**src/rtl/regfile_sb.sv**
```systemverilog
// Register file with three combinational read ports, one write port and a
// per-register scoreboard of outstanding writers (pending counters).
module regfile_sb #(
    parameter int DATA_W   = 16,
    parameter int NREGS    = 12,
    parameter int ADDR_W   = 4,
    parameter int BYPASS   = 1,
    parameter int PEND_MAX = 3
) (
    input  logic              clk,
    input  logic              rst_n,
    input  logic [ADDR_W-1:0] a1,
    input  logic [ADDR_W-1:0] a2,
    input  logic [ADDR_W-1:0] a3,
    output logic [DATA_W-1:0] rd1,
    output logic [DATA_W-1:0] rd2,
    output logic [DATA_W-1:0] rd3,
    input  logic              wre,
    input  logic [DATA_W-1:0] wd3,
    input  logic              iss_valid,
    input  logic [ADDR_W-1:0] iss_addr,
    output logic              iss_ready,
    output logic              busy1,
    output logic              busy2,
    output logic              busy3
);

    localparam int CNT_W = $clog2(PEND_MAX + 1);

    logic [DATA_W-1:0] regs [NREGS];
    logic [CNT_W-1:0]  pend [NREGS];

    logic [ADDR_W-1:0] ra [3];
    logic [DATA_W-1:0] rd [3];
    logic [2:0]        busy;

    logic              wr_hit;
    logic              iss_ok;
    logic [NREGS-1:0]  inc_v;
    logic [NREGS-1:0]  dec_v;

    function automatic logic in_range(input logic [ADDR_W-1:0] a);
        return 32'(a) < 32'(NREGS);
    endfunction

    // Reservation handshake: a reservation is taken on a rising clk edge where
    // iss_valid && iss_ready. iss_ready is computed from state and the write
    // port only, never from iss_valid, so a requester may sample it first.
    always_comb begin
        iss_ready = 1'b1;
        if (in_range(iss_addr)) begin
            iss_ready = (32'(pend[iss_addr]) < 32'(PEND_MAX)) ||
                        (wre && (a3 == iss_addr));
        end
    end

    assign wr_hit = wre && in_range(a3);
    assign iss_ok = iss_valid && iss_ready && in_range(iss_addr);

    // A reservation and a write to the same register cancel each other out.
    always_comb begin
        inc_v = '0;
        dec_v = '0;
        for (int i = 0; i < NREGS; i++) begin
            inc_v[i] = iss_ok && (iss_addr == ADDR_W'(i)) &&
                       !(wr_hit && (a3 == ADDR_W'(i)));
            dec_v[i] = wr_hit && (a3 == ADDR_W'(i)) && (pend[i] != '0) &&
                       !(iss_ok && (iss_addr == ADDR_W'(i)));
        end
    end

    always_ff @(posedge clk or negedge rst_n) begin
        if (!rst_n) begin
            for (int i = 0; i < NREGS; i++) begin
                regs[i] <= DATA_W'(i + 1);
                pend[i] <= '0;
            end
        end else begin
            if (wr_hit) begin
                regs[a3] <= wd3;
            end
            for (int i = 0; i < NREGS; i++) begin
                if (inc_v[i]) begin
                    pend[i] <= pend[i] + CNT_W'(1);
                end else if (dec_v[i]) begin
                    pend[i] <= pend[i] - CNT_W'(1);
                end
            end
        end
    end

    always_comb begin
        ra[0] = a1;
        ra[1] = a2;
        ra[2] = a3;
    end

    // Busy reflects registered pending state only; write data may be bypassed.
    always_comb begin
        for (int p = 0; p < 3; p++) begin
            rd[p]   = '0;
            busy[p] = 1'b0;
            if (in_range(ra[p])) begin
                rd[p]   = regs[ra[p]];
                busy[p] = (pend[ra[p]] != '0);
                if ((BYPASS != 0) && wre && (a3 == ra[p])) begin
                    rd[p] = wd3;
                end
            end
        end
    end

    assign rd1   = rd[0];
    assign rd2   = rd[1];
    assign rd3   = rd[2];
    assign busy1 = busy[0];
    assign busy2 = busy[1];
    assign busy3 = busy[2];

endmodule

```
**config.mk**
```make
export PLATFORM = sky130hd
export DESIGN_NAME = regfile_sb
export DESIGN_NICKNAME = d
export VERILOG_FILES = /design/src/rtl/regfile_sb.sv
export SDC_FILE = /design/constraint.sdc
export NUM_CORES = 1
export LEC_CHECK = 0
export CAP_MARGIN = 20
export CORE_MARGIN = 4
export CORE_UTILIZATION = 27
export CTS_BUF_LIST = sky130_fd_sc_hd__clkbuf_16
export CTS_CLUSTER_DIAMETER = 100
export DETAILED_ROUTE_END_ITERATION = 8
export PLACE_DENSITY = 0.39
export SLEW_MARGIN = 20
export SYNTH_ARGS = -nofsm -noshare
export SYNTH_HDL_FRONTEND = slang
export SYNTH_SLANG_ARGS = --single-unit
```
**constraint.sdc**
```tcl
create_clock -name clk -period 5.35 [get_ports clk]
set_clock_uncertainty 0.1 [all_clocks]
set_input_delay 0.8025 -clock clk [delete_from_list [all_inputs] [get_ports clk]]
set_output_delay 0.8025 -clock clk [all_outputs]
set_load 0.03 [all_outputs]
```
==> After elaboration in Yosys (flattened, before gate mapping) <==
Index checks and enable logic that the tools add are counted.
{ "totals": {"out_inout_bits": 52, "ff_bits": 216, "word_cells": 266} }
{ "op_classes": {"reduce_logical": 121, "n_bitwise": 4, "add_sub_neg": 24, "muxes": 58, "magnitude_cmp": 10, "eq_ne": 25} }
{ "op_table": {"columns": ["op", "n"], "rows": [
  ["$mux 16", 13],
  ["$bmux 16 s4", 3],
  ["$bwmux 192", 1],
  ["$logic_and 1x1->1", 67],
  ["$demux 16 s4", 1],
  ["$mux 2", 32],
  ["$reduce_bool 2->1", 27],
  ["$bmux 2 s4", 4],
  ["$eq 4x3->1 const B", 8],
  ["$eq 4x4->1 const B", 8],
  ["$add 2x1->2 const B", 12],
  ["$logic_not 1->1", 24],
  ["$sub 2x1->2 const B", 12],
  ["$ge 5x5->1 const B", 4],
  ["$not 4->5", 4],
  ["$eq 4x2->1 const B", 4],
  ["$lt 4x4->1 const B", 4],
  ["$eq 4x4->1", 3],
  ["$eq 4x1->1 const B", 2],
  ["$logic_not 4->1", 2],
  ["$lt 5x1->1 const B", 1],
  ["$mux 1", 4],
  ["$lt 2x2->1 const B", 1],
  ["$logic_or 1x1->1", 1]
]} }

==> Logic depth before layout (Yosys ltp) <==
Gate-level depths: netlist of run 1.
{ "depth": {"word_depth": 14, "ltp_mapped": 9} }

==> Least setup slack after synthesis of run 1 <==
OpenSTA, ideal clock, no wires.
{ "synth_timing": {"path_kind": "input -> output", "startpoint": "in a3[3]", "endpoint": "out rd3[0]", "path_buffers": 4, "setup_slack_ns": 1.180, "arrival_time_ns": 3.267, "stages": 6, "cell_sequence": "buf_2 > buf_2 > clkbuf_1 > buf_2 > a211oi_1 > a2111oi_0"} }
{ "synth_via": {"elab_chain_len": 6} }
{ "synth_rtl": {"columns": ["item", "line_no", "rtl"], "rows": [
  ["start, declared", "14", "input logic [ADDR_W-1:0] a3,"],
  ["$not 4->5 (implied by the code)", "104", "rd[p] = regs[ra[p]];"],
  ["$bmux 16 s4", "104", null],
  ["$mux 16 (implied by the code) (2 in a row)", "104", null],
  ["$mux 16", "106", "if ((BYPASS != 0) && wre && (a3 == ra[p])) begin"],
  ["$mux 16 (*)", "103", "if (in_range(ra[p])) begin"],
  ["end, declared", "17", "output logic [DATA_W-1:0] rd3,"]
]} }
Mark *: on every way between the ends. The rest lies on a longest branch, timed or not. The select of a mux whose other input is x is not followed.

==> Worst setup path after layout of run 1 <==
{ "layout_timing": {"startpoint": "in a3[2]", "endpoint": "out rd3[14]"} }
The elaborated chain is that of the path after synthesis.

==> metrics, run 1 <==
Max transition margin=27.4%; Max-cap violations=0; Final min period=4500 ps; Seq cells post-synth=216; P_sw=2.10 mW; chip height=238 um; largest net degree at the start of global routing=109; most numerous cell in the Yosys netlist=nand2_1; # hold bufs at CTS=0; # fillers=5293; highest clock rate=0.222 GHz; combinational power share=29.9%; Post-CTS Setup Bufs=0; # setup viols final=0; Mean Syn Cell Area=10.3 sq um; number of diodes=0; DRC=0; Post-synth EDFFs=0; post_cts resized=0; CP endpoint kind=output port; RSZ-0062 raised after global routing=false; worst-case reg-to-reg path depth=5; Final Hold Fails=0; synth unique cells=57; core box area=0.0524 sq mm; sequential share of power=39.1%; TritonCTS clock tree=yes; DP Wirelength=38200 um; final net count=1473; Placed Area=0.0164 sq mm; clock network fraction of design power=31.0%; Post-synth ARST share=100%; Clk Latency, worst-skew pair=570 ps; worst setup margin=852 ps; cell row count=84; Least-Margin Pin Slew=1060 ps; pwr/cell area=356 mW/mm^2; Slew Limit Fails=0; DR iter-0 viols=949; routed vias/inst=5.47; # clock sinks=216; Synth area leaders=dfrtp_1, mux4_2, mux2i_1; post-synth top area share=34.0%; CTS Buffer Depth=3; vias in the first global route=11.9k; Pint=4.06 mW; antenna violations before repair=0; Die Area=0.0566 sq mm; Sum Neg Setup Slack=0 ps; design area=0.0173 sq mm; total CTS buffers=28; critical path data required time=4450 ps; LEAKAGE=7.34 nW; clock root buffer=clkbuf_16; Worst-path clk slew=70 ps; first-pass GRT wire length=84600 um; sequential-to-total area share from yosys stat=38.1%; gp weighted congestion=0.811; DR pass1 iterations=7; top_reg_cell synth=dfrtp_1; Die W=238 um; ANT nets after route=0; Synth Cell Area=0.0143 sq mm; syn nets=1424; grt total ovfl=0; Setup CP Type=input pin to output port; Critical Path AT=3600 ps; # H-tree levels=1; GRT Total Usage=20.0%; Port Buffers=87; sw frac=34.1%; Total Wirelength=57600 um; top cells by count, synth=nand2_1, dfrtp_1, o21ai_0, mux2i_1, mux4_2; worst vdd ir=0.215 mV; largest area contributor in the netlist=dfrtp_1; ratio of cells with drive above 1 in the final layout=24.2%; Gate Count Post-Synth=1388; worst min path class=input pin to asynchronous set/reset pin; Initial Util=27.2%; CP max FO=15; # IOs=88; P&R area growth vs syn=21.1%; status=finished, final reports clean; Ys Warns=0; final worst-path cycle share=84.1%; Worst Setup Start Kind=input pin; WL/cell=26.8 um; Vias=11.7k; pre-CTS setup slack=801 ps; Overall Power=6.15 mW
==> final timing paths <==
check | startpoint | to | slack, ps
worst min register to register | regs[114] | regs[114] | 400
worst min-delay path | rst_n | pend[14] | 90
worst max register to register | pend[16] | pend[20] | 3930
max in group asynchronous | rst_n | regs[88] | 3960
min in group clk | regs[114] | regs[114] | 400
worst max-delay path | a3[2] | rd3[14] | 850
==> cell usage in the layout (no fill, tap or decap), types with 20 or more instances in the layout <==
| master | netlist | layout |
|---|---|---|
| clkbuf_16 | 0 | 29 |
| a211oi_1 | 30 | 30 |
| buf_12 | 0 | 50 |
| clkdlybuf4s50_1 | 0 | 31 |
| a21oi_1 | 20 | 20 |
| mux2i_1 | 123 | 123 |
| mux4_2 | 88 | 88 |
| buf_4 | 8 | 73 |
| nor2b_1 | 22 | 20 |
| nor2_1 | 55 | 52 |
| inv_1 | 26 | 33 |
| a222oi_1 | 32 | 32 |
| mux2_2 | 64 | 64 |
| nor3_1 | 20 | 20 |
| dfrtp_1 | 194 | 194 |
| dfstp_2 | 22 | 22 |
| nand2_1 | 198 | 198 |
| a22oi_1 | 62 | 62 |
| o21ai_0 | 140 | 140 |
| o21bai_1 | 33 | 33 |
==> sequential cells by signal, indices dropped and copies added, names as in the netlist <==
| register | cells |
|---|---|
| regs | 192 |
| pend | 24 |
==> per-layer routing <==
| layer | share of wire (%) | vias to the layer above | GRT usage, % |
|---|---|---|---|
| met5 | 0 | - | 0 |
| met4 | 2.2 | 0 | 4.16 |
| met3 | 4.5 | 69 | 2.81 |
| met2 | 47 | 317 | 32.8 |
| met1 | 46 | 6046 | 28.3 |
| li1 | - | 5296 | - |
==> kinds of logic after synthesis <==
family                 after synthesis  synth area share (%)
AND/OR/NAND/NOR                    357                  11.4
buffers and inverters              166                  5.17
flip-flops                         216                  38.1
XOR/XNOR                            20                  1.23
AO/OA/AOI/OAI                      354                  16.6
multiplexers                       275                  27.6
==> power groups by stage <==
stage / Clock (mW) / Combinational, mW / Sequential, mW
after floorplan: 0 / 1.19 / 2.28
after global placement: 0 / 1.85 / 2.41
after detailed placement: 0 / 1.85 / 2.42
after CTS: 1.95 / 1.86 / 2.40
after global routing: 2.01 / 1.99 / 2.47
final: 1.91 / 1.84 / 2.41
==> worst max-delay path, cell delays in order <==
cell	delay, ps
clkdlybuf4s50_1	430
buf_4	220
and2_0	440
buf_4	370
a2111oi_0	950
buf_4	260
buf_12	110
==> per-stage QoR <==
step,util (%),cells,hold slack [ps]
after CTS,33.0,2145,129
after global routing,33.0,2145,159
after global placement,31.3,2095,385
after detailed placement,31.3,2095,393
after floorplan,-,1388,370
final,33.0,2145,92.0
==> layout make-up <==
cell class	count	area (sq um)	share of cell area, %
multi-input combinational	1006	8120	46.9
sequential	216	5430	31.4
timing repair buffer	159	1890	11.0
tap	688	861	4.98
clock buffer	29	726	4.20
clock inverter	21	165	0.955
inverter	26	97.6	0.564
(Power assumes the default switching activity.)
==> inputs of run 2 (changes only) <==
==> constraint.sdc (replaced) <==
create_clock -name clk -period 4.15 [get_ports clk]
set_clock_uncertainty 0.1 [all_clocks]
set_input_delay 0.6225 -clock clk [delete_from_list [all_inputs] [get_ports clk]]
set_output_delay 0.6225 -clock clk [all_outputs]
set_load 0.03 [all_outputs]
==> run 2 against run 1 <==
Clock power increased by 25%. Routed wire length decreased by 2.1%. Utilization increased by 0.29 points. Flip-flop and latch count unchanged. Largest cell class unchanged. Combinational power increased by 28%. Critical endpoint unchanged.
==> metrics, run 2 (synthesis gave the netlist of run 1 again) <==
# fillers=5299 (was 5293); Die Area=0.0566 sq mm (unchanged); Setup CP Type=input pin to output port (unchanged); Clk Latency, worst-skew pair=570 ps (about the same); final worst-path cycle share=94.2%; grt total ovfl=0 (unchanged); wl on met1=25700 um (was 26500 um); pre-CTS setup slack=-13.3 ps (was 801 ps); total CTS buffers=29 (was 28); Max stage delay cell, worst path=clkdlybuf4s50_1 (was a2111oi_0); top sig layer=met4 (unchanged); DP Wirelength=36900 um (was 38200 um); Top cell by count, worst path=buf_4 (unchanged); Worst Setup Start Kind=input pin (unchanged); worst path bufs/invs=5 (unchanged); Final Hold Fails=0 (unchanged); largest net degree at the start of global routing=107 (was 109); Vias=11.7k (about the same); # clock sinks=216 (unchanged); CP max FO=17 (was 15); CP endpoint kind=output port (unchanged); biggest regs=regs (192), pend (24) (unchanged); Final min period=3910 ps; Total Wirelength=56400 um (was 57600 um); DRC=0 (unchanged); most frequent cells in the layout=nand2_1, dfrtp_1, o21ai_0 (unchanged); GRT Total Usage=19.5% (was 20.0%); Largest register FFs=192 (unchanged); Least-Margin Pin Slew=1140 ps (was 1060 ps); worst vdd ir=0.281 mV (was 0.215 mV); DR pass1 iterations=7 (unchanged); Slew Limit Fails=0 (unchanged); first-pass GRT wire length=83100 um (was 84600 um); WL met2=26700 um (was 27200 um); routed vias/inst=5.41 (was 5.47); CTS Buffer Depth=3 (unchanged); status=finished, final reports clean (unchanged); # H-tree levels=1 (unchanged); ratio of cells with drive above 1 in the final layout=25.3% (was 24.2%); RSZ-0062 raised after global routing=false (unchanged); critical path data required time=3430 ps (was 4450 ps); Worst-path clk slew=60 ps (was 70 ps); Port Buffers=87 (unchanged); vias in the first global route=11.9k (about the same); Multi-input gate area=0.00812 sq mm (about the same); ANT nets after route=0 (unchanged); # setup viols final=0 (unchanged); # IOs=88 (unchanged); number of diodes=0 (unchanged); crit-path leading delay family=buffers and inverters (unchanged); core box area=0.0524 sq mm (unchanged); P&R area growth vs syn=22.2% (was 21.1%); Max transition margin=23.4% (was 27.4%); DR iter-0 viols=976 (was 949); fin util=33.3% (was 33.0%); LEAKAGE=7.41 nW (was 7.34 nW); worst min path class=input pin to asynchronous set/reset pin (unchanged); Critical Path AT=3190 ps (was 3600 ps); gp weighted congestion=0.813 (was 0.811); commonest non-fill, non-tap cell in the layout=nand2_1 (unchanged); pwr/cell area=449 mW/mm^2 (was 356 mW/mm^2); Max-cap violations=0 (unchanged); WL/cell=26.1 um (was 26.8 um); critical path's largest stage delay=630 ps (was 950 ps); Sequential Area=0.00543 sq mm (unchanged); Initial Util=27.2% (unchanged); TritonCTS clock tree=yes (unchanged); Die W=238 um (unchanged); clock root buffer=clkbuf_16 (unchanged); cell row count=84 (unchanged); chip height=238 um (unchanged); metal3 WL=2700 um (was 2600 um); antenna violations before repair=0 (unchanged); highest clock rate=0.256 GHz; worst setup margin=241 ps (was 852 ps); largest register by flop count=regs (unchanged); final net count=1485 (was 1473); crit-path cells=clkdlybuf4s50_1 -> buf_4 -> nand2b_1 -> buf_4 -> nor2_1 -> a2111oi_1 -> buf_4 -> buf_12 (was clkdlybuf4s50_1 -> buf_4 -> and2_0 -> buf_4 -> a2111oi_0 -> buf_4 -> buf_12); Post-CTS Setup Bufs=0 (unchanged)
==> run 2: area by class of cell <==
type / count / area share [%]
clock buffer: 29 / 4.16
sequential: 216 / 31.1
tap: 688 / 4.93
multi-input combinational: 1006 / 46.5
inverter: 26 / 0.559
clock inverter: 25 / 0.911
timing repair buffer: 170 / 11.7
==> run 2: metrics by stage <==
step | cells | cell area [sq um] | hold WS (ps) | power [mW] | setup TNS (ps)
global route | 2160 | 17400 | 386 | 8.29 | 0
floorplan | 1388 | 14300 | 227 | 4.47 | 0
finish | 2160 | 17400 | 380 | 7.84 | 0
CTS | 2160 | 17400 | 354 | 7.94 | 0
detailed placement | 2105 | 16500 | 377 | 5.49 | -13.3
global placement | 2105 | 16500 | 375 | 5.46 | 0
==> run 2: path summary, 6_finish.rpt <==
check / startpoint / endpoint / slack (ps) / depth (start not counted)
max reg2reg: pend[20] / pend[20] / 2700 / 5
max: wre / rd3[14] / 240 / 8
min in group clk: regs[51] / regs[51] / 400 / 2
min reg2reg: regs[51] / regs[51] / 400 / 2
max in group asynchronous: rst_n / regs[57] / 2590 / 3
min: rst_n / pend[10] / 380 / 2
==> run 2: power by group <==
part,switching (mW),internal [mW]
Combinational,1.13,1.23
Clock,1.06,1.33
Sequential,0.495,2.59
==> run 2: timing repair <==
| action | in CTS | in global routing |
|---|---|---|
| hold buffers | 1 | 0 |
| endpoints found under the hold margin | 18 | 0 |
| setup endpoints to repair | 1 | 0 |
| gates resized for setup | 1 | 0 |
==> run 2: worst reg2reg max path: cells and delay by family (launching register included) <==
kind / cells / cell delay [ps]
flip-flops: 1 / 460
AO/OA/AOI/OAI: 3 / 570
AND/OR/NAND/NOR: 2 / 220
==> run 2: metal layers <==
metal / GRT usage [%] / vias up
li1: - / 5323
met1: 27.7 / 5965
met2: 32.0 / 328
met3: 2.27 / 71
met4: 4.92 / 0
met5: 0 / -
==> inputs of run 3 (changes only) <==
--- a/config.mk
+++ b/config.mk
@@ -7,11 +7,11 @@
 export LEC_CHECK = 0
 export CAP_MARGIN = 20
 export CORE_MARGIN = 4
-export CORE_UTILIZATION = 27
+export CORE_UTILIZATION = 61
 export CTS_BUF_LIST = sky130_fd_sc_hd__clkbuf_16
 export CTS_CLUSTER_DIAMETER = 100
 export DETAILED_ROUTE_END_ITERATION = 8
-export PLACE_DENSITY = 0.39
+export PLACE_DENSITY = 0.78
 export SLEW_MARGIN = 20
 export SYNTH_ARGS = -nofsm -noshare
 export SYNTH_HDL_FRONTEND = slang
==> run 3 against run 2 <==
The run now ends with design-rule violations left. Sequential power barely moved. Critical path depth stayed put. Final cell count down 18%. First-iteration DRC count grew 89%. Global-route usage grew 16 points. Die area down 54%. Fmax fell by 1.6%. Clock-buffer cell count fell by 4.
==> metrics, run 3 (synthesis gave the netlist of run 1 again) <==
critical path data required time=3430 ps (about the same); total CTS buffers=25 (was 29); Worst Setup Start Kind=input pin (unchanged); crit path from=a2[2] (was wre); FF-to-FF setup slack=2730 ps (was 2700 ps); GRT Total Usage=35.1% (was 19.5%); most frequent cells in the layout=nand2_1, dfrtp_1, o21ai_0 (unchanged); Post-CTS Setup Bufs=0 (unchanged); Final Non-Filler Cells=1771 (was 2160); worst r2r dst=pend[20] (unchanged); clock root buffer=clkbuf_16 (unchanged); # clock sinks=216 (unchanged); Sum Neg Setup Slack=0 ps (unchanged); worst min path class=input pin to asynchronous set/reset pin (unchanged); Vias=12.7k (was 11.7k); antenna violations before repair=0 (unchanged); CP endpoint kind=output port (unchanged); Final min period=3970 ps (was 3910 ps); # setup viols final=0 (unchanged); placed cell count=1725 (was 2105); CP Capture Point=rd2[6] (was rd3[14]); LEAKAGE=7.18 nW (was 7.41 nW); RSZ-0062 raised after global routing=false (unchanged); Port Buffers=87 (unchanged); Max transition margin=35.8% (was 23.4%); highest clock rate=0.252 GHz (was 0.256 GHz); Largest register FFs=192 (unchanged); grt total ovfl=0 (unchanged); CP max FO=15 (was 17); Overall Power=7.57 mW (was 7.84 mW); Worst-path clk slew=70 ps (was 60 ps); CTS Buffer Depth=3 (unchanged); failing checks=design-rule violations; first-pass GRT wire length=71200 um (was 83100 um); largest net degree at the start of global routing=105 (was 107); ANT nets after route=0 (unchanged); Setup CP Type=input pin to output port (unchanged); gp weighted congestion=0.942 (was 0.813); biggest regs=regs (192), pend (24) (unchanged); worst vdd ir=0.349 mV (was 0.281 mV); worst-case reg-to-reg path depth=5 (unchanged); Clk Latency, worst-skew pair=540 ps (was 570 ps); WL/cell=26.2 um (was 26.1 um); DR pass1 iterations=9 (was 7); Initial Util=62.5% (was 27.2%); Max-cap violations=0 (unchanged); final worst-path cycle share=95.7% (was 94.2%); Final Hold Fails=0 (unchanged); Least-Margin Pin Slew=961 ps (was 1140 ps); largest register by flop count=regs (unchanged); ratio of cells with drive above 1 in the final layout=24.6% (was 25.3%); Critical Path AT=3250 ps (was 3190 ps); final net count=1475 (was 1485); chip height=161 um (was 238 um); DP Wirelength=30100 um (was 36900 um); pwr/cell area=462 mW/mm^2 (was 449 mW/mm^2); cell row count=55 (was 84); status=complete, but fails checks (was finished, final reports clean); core box area=0.0228 sq mm (was 0.0524 sq mm); commonest non-fill, non-tap cell in the layout=nand2_1 (unchanged); Die W=161 um (was 238 um); P&R area growth vs syn=14.8% (was 22.2%); # IOs=88 (unchanged); Slew Limit Fails=0 (unchanged); number of diodes=0 (unchanged); # hold bufs at CTS=0 (was 1); # H-tree levels=1 (unchanged); TritonCTS clock tree=yes (unchanged); DRC=20 (was 0); reg-to-reg startpoint=pend[16] (was pend[20]); Die Area=0.0259 sq mm (was 0.0566 sq mm); vias in the first global route=12.5k (was 11.9k); post_cts resized=0 (was 1); Total Wirelength=46400 um (was 56400 um); routed vias/inst=7.18 (was 5.41); DR iter-0 viols=1845 (was 976)
[run 3: changes by cell type in the layout (fill, tap and decap cells not counted), sizes merged, moves of 3 or more]
cell    before  now
bufinv       1    4
buf        140  134
inv         34   29
clkbuf      29   25
[run 3: report_power, final]
part,switching (mW),leakage [nW],total [mW],internal (mW)
sequential,0.524,2.65,3.11,2.59
combinational,1.08,4.11,2.16,1.08
clock,0.941,0.417,2.29,1.35
total,2.55,7.18,7.57,5.02
[run 3: worst min path at each step]
stage                 to  cells past startpoint  slack [ps]     start
6_report        regs[70]                      1          40     rst_n
5_1_grt        regs[106]                      1          90     rst_n
4_1_cts        regs[157]                      1          70     rst_n
3_5_place_dp    regs[48]                      2         390  regs[48]
3_3_place_gp    regs[35]                      2         380  regs[35]
2_1_floorplan    pend[0]                      0         230     rst_n
[run 3: critical path, stage by stage]
cell	delay, ps
clkdlybuf4s50_1	530
buf_4	280
and2_1	470
buf_4	310
a22oi_1	220
nand2_1	80
a222oi_1	470
buf_4	250
[run 3: metal layers]
layer,track usage (%),vias up,share of wire [%]
li1,-,5307,-
met1,46.0,6249,36
met2,55.3,934,46
met3,8.39,228,12
met4,17.3,0,5.6
met5,0,-,0
[run 3: area by class of cell]
type	instances	area [sq um]
Fill cell	1688	6450
Clock buffer	25	626
Tap cell	313	392
Clock inverter	21	219
Timing Repair Buffer	164	1520
Multi-Input combinational cell	1006	8110
Inverter	26	97.6
Sequential cell	216	5430
[run 3: metrics by stage]
step / cell area (sq um) / utilization [%] / hold slack (ps) / setup WS, ps
2_1_floorplan: 14300 / - / 227 / 340
3_3_place_gp: 15600 / 68.1 / 381 / 292
3_5_place_dp: 15600 / 68.1 / 392 / 271
4_1_cts: 16400 / 71.8 / 66.8 / 274
5_1_grt: 16400 / 71.8 / 91.1 / 153
6_report: 16400 / 71.8 / 37.5 / 178
